===== config.mk =====
export PLATFORM = sky130hd
export DESIGN_NAME = matrix_bram_read_arbiter
export DESIGN_NICKNAME = d
export VERILOG_FILES = /design/src/rtl/matrix_bram_read_arbiter_pkg.sv /design/src/rtl/matrix_bram_read_arbiter_rr_priority_pick.sv /design/src/rtl/matrix_bram_read_arbiter.sv
export SDC_FILE = /design/constraint.sdc
export NUM_CORES = 1
export LEC_CHECK = 0
export CELL_PAD_IN_SITES_DETAIL_PLACEMENT = 0
export CELL_PAD_IN_SITES_GLOBAL_PLACEMENT = 1
export CORE_MARGIN = 1
export CORE_UTILIZATION = 26
export DETAILED_ROUTE_END_ITERATION = 6
export PLACE_DENSITY_LB_ADDON = 0.12
export SLEW_MARGIN = 0
export SYNTH_ARGS = -nofsm -noshare
export SYNTH_HDL_FRONTEND = slang
export SYNTH_HIERARCHICAL = 1
export SYNTH_SLANG_ARGS = --single-unit

===== constraint.sdc =====
create_clock -name clk -period 5 [get_ports clk]
set_input_delay 1 -clock clk [delete_from_list [all_inputs] [get_ports clk]]
set_output_delay 1 -clock clk [all_outputs]
set_load 0.005 [all_outputs]

===== src/rtl/matrix_bram_read_arbiter_pkg.sv =====
// Purpose: shared constants and types for the matrix-storage BRAM read arbiter.
//   Matrix storage geometry, requester port indices, arbiter state encoding
//   and a helper that sizes port-index fields.
package matrix_bram_read_arbiter_pkg;

  // Matrix storage geometry: 8 slots of BLOCK_SIZE words each.
  localparam int unsigned BLOCK_SIZE     = 1152;
  localparam int unsigned MAT_SLOTS      = 8;
  localparam int unsigned MAT_ADDR_WIDTH = 14;
  localparam int unsigned MAT_DATA_WIDTH = 32;

  // Requester port indices.
  localparam int unsigned PORT_SCANNER = 0;
  localparam int unsigned PORT_OPFETCH = 1;
  localparam int unsigned PORT_DISPLAY = 2;

  typedef enum logic {
    ARB    = 1'b0,
    LOCKED = 1'b1
  } arb_state_t;

  // Width of a field that indexes n ports; at least one bit.
  function automatic int unsigned idx_width(input int unsigned n);
    return (n > 1) ? $clog2(n) : 1;
  endfunction

endpackage


===== src/rtl/matrix_bram_read_arbiter_rr_priority_pick.sv =====
// Purpose: cyclic priority picker. Starting at ptr and wrapping, selects the
//   first asserted request. Purely combinational.
// Ports:
//   req    in  N   request vector
//   ptr    in  PW  search start index (must be < N)
//   grant  out N   one-hot winner (0 when no request)
//   idx    out PW  index of the winner
//   any    out 1   at least one request present
module rr_priority_pick
  import matrix_bram_read_arbiter_pkg::*;
#(
  parameter int unsigned N  = 3,
  parameter int unsigned PW = idx_width(N)
) (
  input  logic [N-1:0]  req,
  input  logic [PW-1:0] ptr,
  output logic [N-1:0]  grant,
  output logic [PW-1:0] idx,
  output logic          any
);

  int unsigned   cand;
  logic [PW-1:0] cand_idx;

  // Walk N positions from ptr; the first hit wins.
  always_comb begin
    grant    = '0;
    idx      = '0;
    any      = 1'b0;
    cand     = 0;
    cand_idx = '0;
    for (int unsigned k = 0; k < N; k++) begin
      cand = 32'(ptr) + k;
      if (cand >= N) begin
        cand = cand - N;
      end
      cand_idx = PW'(cand);
      if (!any && req[cand_idx]) begin
        any             = 1'b1;
        grant[cand_idx] = 1'b1;
        idx             = cand_idx;
      end
    end
  end

endmodule


===== src/rtl/matrix_bram_read_arbiter.sv =====
// Purpose: shares the single read port of the matrix-storage BRAM between
//   NUM_PORTS requesters (port 0 = scanner, 1 = operand fetch, 2 = display).
//   Round-robin per-beat arbitration, optional per-port lock for bursts,
//   fixed 2-cycle response latency with the data routed to the owner.
// Ports:
//   clk, rst_n  clock, async active-low reset
//   req         per-port read request, held until granted
//   lock        per-port burst lock (keep grant while req stays high)
//   addr        flattened per-port word address, port i at [i*AW +: AW]
//   gnt         one-hot, combinational: request accepted this cycle
//   rvalid      one-hot pulse: rdata belongs to this port
//   rdata       shared read data (bram_data passthrough)
//   bram_en     BRAM read enable (registered)
//   bram_addr   BRAM word address (registered)
//   bram_data   BRAM output, valid one cycle after bram_en
module matrix_bram_read_arbiter
  import matrix_bram_read_arbiter_pkg::*;
#(
  parameter int unsigned NUM_PORTS  = 3,
  parameter int unsigned ADDR_WIDTH = MAT_ADDR_WIDTH,
  parameter int unsigned DATA_WIDTH = MAT_DATA_WIDTH
) (
  input  logic                            clk,
  input  logic                            rst_n,
  input  logic [NUM_PORTS-1:0]            req,
  input  logic [NUM_PORTS-1:0]            lock,
  input  logic [NUM_PORTS*ADDR_WIDTH-1:0] addr,
  output logic [NUM_PORTS-1:0]            gnt,
  output logic [NUM_PORTS-1:0]            rvalid,
  output logic [DATA_WIDTH-1:0]           rdata,
  output logic                            bram_en,
  output logic [ADDR_WIDTH-1:0]           bram_addr,
  input  logic [DATA_WIDTH-1:0]           bram_data
);

  localparam int unsigned PW = idx_width(NUM_PORTS);

  arb_state_t             state;
  logic [PW-1:0]          rr_ptr;
  logic [PW-1:0]          lock_owner;
  logic [NUM_PORTS-1:0]   tag_q;

  logic [NUM_PORTS-1:0]   pick_gnt;
  logic [PW-1:0]          pick_idx;
  logic                   pick_any;

  logic                   owner_hold;
  logic [NUM_PORTS-1:0]   gnt_sel;
  logic [PW-1:0]          gnt_idx;
  logic                   gnt_any;
  logic [ADDR_WIDTH-1:0]  addr_mux;
  logic [PW-1:0]          ptr_next;

  rr_priority_pick #(
    .N  (NUM_PORTS),
    .PW (PW)
  ) u_pick (
    .req   (req),
    .ptr   (rr_ptr),
    .grant (pick_gnt),
    .idx   (pick_idx),
    .any   (pick_any)
  );

  // Grant select: a locked owner that still requests keeps the port; otherwise
  // the round-robin pick decides in the same cycle, so a dropped burst costs no bubble.
  always_comb begin
    owner_hold = (state == LOCKED) && req[lock_owner];
    gnt_sel    = pick_gnt;
    gnt_idx    = pick_idx;
    gnt_any    = pick_any;
    if (owner_hold) begin
      gnt_sel             = '0;
      gnt_sel[lock_owner] = 1'b1;
      gnt_idx             = lock_owner;
      gnt_any             = 1'b1;
    end
  end

  assign gnt = gnt_sel;

  // Address of the granted port.
  always_comb begin
    addr_mux = '0;
    for (int unsigned i = 0; i < NUM_PORTS; i++) begin
      if (gnt_sel[i]) begin
        addr_mux = addr[i*ADDR_WIDTH +: ADDR_WIDTH];
      end
    end
  end

  // Round-robin pointer moves to the port after the winner.
  always_comb begin
    ptr_next = (gnt_idx == PW'(NUM_PORTS - 1)) ? '0 : gnt_idx + PW'(1);
  end

  // Arbiter state, BRAM request register and 2-stage response tag pipe.
  always_ff @(posedge clk or negedge rst_n) begin
    if (!rst_n) begin
      state      <= ARB;
      rr_ptr     <= '0;
      lock_owner <= '0;
      bram_en    <= 1'b0;
      bram_addr  <= '0;
      tag_q      <= '0;
      rvalid     <= '0;
    end else begin
      bram_en <= gnt_any;
      tag_q   <= gnt_sel;
      rvalid  <= tag_q;
      if (gnt_any) begin
        bram_addr <= addr_mux;
        rr_ptr    <= ptr_next;
        if (lock[gnt_idx]) begin
          state      <= LOCKED;
          lock_owner <= gnt_idx;
        end else begin
          state <= ARB;
        end
      end else begin
        state <= ARB;
      end
    end
  end

  // Data is not gated: it is only meaningful while some rvalid bit is set.
  assign rdata = bram_data;

  a_gnt_onehot: assert property (@(posedge clk) disable iff (!rst_n) $onehot0(gnt));
  a_rvalid_onehot: assert property (@(posedge clk) disable iff (!rst_n) $onehot0(rvalid));
  a_gnt_has_req: assert property (@(posedge clk) disable iff (!rst_n) (gnt & ~req) == '0);

endmodule


==> flow_metrics.env <==
export IMPL_status="finished clean"
export IMPL_ff2ff_setup_slack_ns=1.96
export IMPL_ys_warn_count=6
export IMPL_fin_util_pct=35.4
export IMPL_diodes=0
export IMPL_multi_input_area_sq_um=973
export IMPL_drt_total_wl_mm=5.44
export IMPL_placed_cell_area_sq_mm=0.00251
export IMPL_postCtsResizedCells=0
export IMPL_yosys_cell_count_top_type="buf_4"
export IMPL_total_leakage_power_nw=0.993
export IMPL_ys_top_cells_by_count="buf_4, dfrtp_1, nor2_1, a22oi_1, nor3_1"
export IMPL_io_buffers=70
export IMPL_reg2reg_depth=11
export IMPL_synth_edff_count=0
export IMPL_finalPower_w=0.00186
export IMPL_vias_per_cell=4.71
export IMPL_synth_top_area_share_pct=33.1
export IMPL_antenna_found_initial=0
export IMPL_cap_violations=0
export IMPL_arrival_ns=3.68
export IMPL_cts_tree="built"
export IMPL_power_density_mw_per_mm2=723
export IMPL_core_rowCount=31
export IMPL_crit_required_ns=4.00
export IMPL_min_from="tag_q[2]$_DFF_PN0_"
export IMPL_die_area_sq_mm=0.00791
export IMPL_post_route_period_util_pct=93.7
export IMPL_clock_skew_ns=0.00545
export IMPL_grtUsageTotal_pct=13.6
export IMPL_synth_ff_type="dfrtp_1"
export IMPL_grt_max_degree=27
export IMPL_cts_max_level=1
export IMPL_clk_pin_slew_ns=0.10
export IMPL_r2r_start="rr_ptr[1]$_DFFE_PN0P_"
export IMPL_antenna_left=0
export IMPL_drc_errors=0
export IMPL_syn_inst=218
export IMPL_detailedPlace_worstSlack_ns=0.301
export IMPL_area_growth_pct=31.3
export IMPL_drt_iter0_drc=53
export IMPL_timing_rr_end="bram_addr[7]$_DFFE_PN0P_"
export IMPL_relSlewSlack_pct=45.2
export IMPL_cts_num_sinks=26
export IMPL_gp_congestion=0.766
export IMPL_max_freq_ghz=0.213
export IMPL_hp_class="flip-flop to flip-flop"
export IMPL_route_vias_total=1663
export IMPL_holdBufCountCts=0
export IMPL_clockBufferDepth=2
export IMPL_cts_setup_buffers=0
export IMPL_nFillCells=772
export IMPL_ios=135
export IMPL_cts_buffers=3
export IMPL_die_x_microns=89.0
export IMPL_setup_tns_ns=0
export IMPL_wire_per_inst_microns=15.4
export IMPL_irDropWorstVdd_mv=0.318
export IMPL_setup_slack_ns=0.315
export IMPL_hold_violations=0
export IMPL_syn_area_sq_mm=0.00197
export IMPL_synth_top_cell_by_area="dfrtp_1"
export IMPL_min_to="rvalid[2]$_DFF_PN0_"
export IMPL_final_layout_size_suffix_gt1_share_pct=11.8
export IMPL_seq_area_sq_um=651
export IMPL_fin_nets=341
export IMPL_rsz0062_at_grt="no"
export IMPL_initial_core_util_pct=27.0
export IMPL_worstHoldPathCells=0
export IMPL_synth_seq_cells=26
export IMPL_ys_types=42
export IMPL_stdcell_area_sq_mm=0.00258
export IMPL_slew_violations=0
export IMPL_grt_pass1_wl_mm=8.16
export IMPL_syn_area_per_cell_sq_um=9.02
export IMPL_tightest_slew_ns=0.822
export IMPL_critical_path_endpoint_type="primary output"
export IMPL_synth_seq_area_share_pct=33.1
export IMPL_fp_coreArea_sq_mm=0.00729
export IMPL_async_reset_ff_share_pct=100
export IMPL_dp_hpwl_mm=4.08
export IMPL_setup_viol=0
export IMPL_grt_overflow_total=0
export IMPL_layout_min_cycle_time_ns=4.68
export IMPL_path_max_fanout=9
export IMPL_insertion_delay_ns=0.27
export IMPL_synth_area_top_cells="dfrtp_1, buf_4, a211oi_2"
export IMPL_die_h_microns=89.0
export IMPL_grt_pass1_vias=1622
export IMPL_cts_root_buf="clkbuf_8"
export IMPL_cp_start_kind="input pin"
export IMPL_first_pass_iters=6
export IMPL_synth_fp_nets=304
export IMPL_worst_setup_path_type="input pin to primary output"
-- layer usage --
| layer | wire length [microns] | global-route usage (%) | up-vias | share of wire [%] |
|---|---|---|---|---|
| li1 | - | - | 821 | - |
| met1 | 2380 | 17.1 | 785 | 44 |
| met2 | 2660 | 24.1 | 53 | 49 |
| met3 | 356 | 2.49 | 4 | 6.5 |
| met4 | 40 | 3.17 | 0 | 0.74 |
| met5 | 0 | 0 | - | 0 |
-- layout by cell type, fill, tap and decap left out, types with 5 or more instances in the layout --
master and n:
inv_1 7, nand3_1 5, a21oi_1 11, dfrtp_1 26, a22oi_1 15, nor3_1 15
nand2_1 11, clkdlybuf4s50_1 70, o21ai_0 9, nand3b_1 5, a211oi_2 10, nor2_1 20
nand2b_1 6
-- power by group --
group	internal (W)	total (W)	leakage (nW)	switching [W]
registers	0.000326	0.000396	0.315	0.0000704
logic	0.000600	0.00129	0.642	0.000690
clock network	0.000107	0.000178	0.0357	0.0000711
total	0.00103	0.00186	0.993	0.000831
-- worst max path at each step --
| stage | slack (ns) | startpoint | depth (start not counted) | to |
|---|---|---|---|---|
| after floorplan | 1.76 | req[2] | 9 | gnt[2] |
| after global placement | 0.35 | req[0] | 10 | gnt[2] |
| after detailed placement | 0.30 | req[0] | 8 | gnt[0] |
| after CTS | 0.30 | req[0] | 8 | gnt[0] |
| after global routing | 0.06 | req[0] | 8 | gnt[0] |
| final | 0.32 | req[0] | 8 | gnt[0] |
-- flip-flops by register name (all words and copies together), names as in the netlist --
| register | flops |
|---|---|
| rr_ptr | 2 |
| lock_owner | 2 |
| bram_addr | 14 |
| state | 1 |
| bram_en | 1 |
| rvalid | 3 |
| tag_q | 3 |
-- cells by family (layout without fill, tap and decap cells) --
logic type	count (synthesis)	count (layout)	share of synthesized area (%)
buffers and inverters	50	86	17.4
AO/OA/AOI/OAI	63	63	24.8
flip-flops	26	26	33.1
AND/OR/NAND/NOR	71	71	18.8
adder cells (fa/ha/maj)	4	4	2.55
multiplexers	4	4	3.31
-- per-stage QoR --
step           instances  hold slack (ns)
6_report             353            0.357
5_1_grt              353            0.374
4_1_cts              353            0.359
3_5_place_dp         349            0.335
3_3_place_gp         349            0.334
2_1_floorplan        218            0.331
-- layout make-up --
type                       instances  area share [%]
clock buffer                       3            1.60
clock inverter                     1            1.16
inverter                           8            1.16
multi-input combinational        142            37.7
sequential                        26            25.2
tap                               99            4.80
timing repair buffer              74            28.3
-- critical path: stages --
cell and delay (ns):
clkdlybuf4s50_1 0.71, mux2i_1 0.12, o21ai_0 0.25, o2111ai_1 0.16
a22oi_1 0.26, inv_1 0.15, a222oi_1 0.46, clkdlybuf4s50_1 0.59
Power figures use the tool's default switching activity.
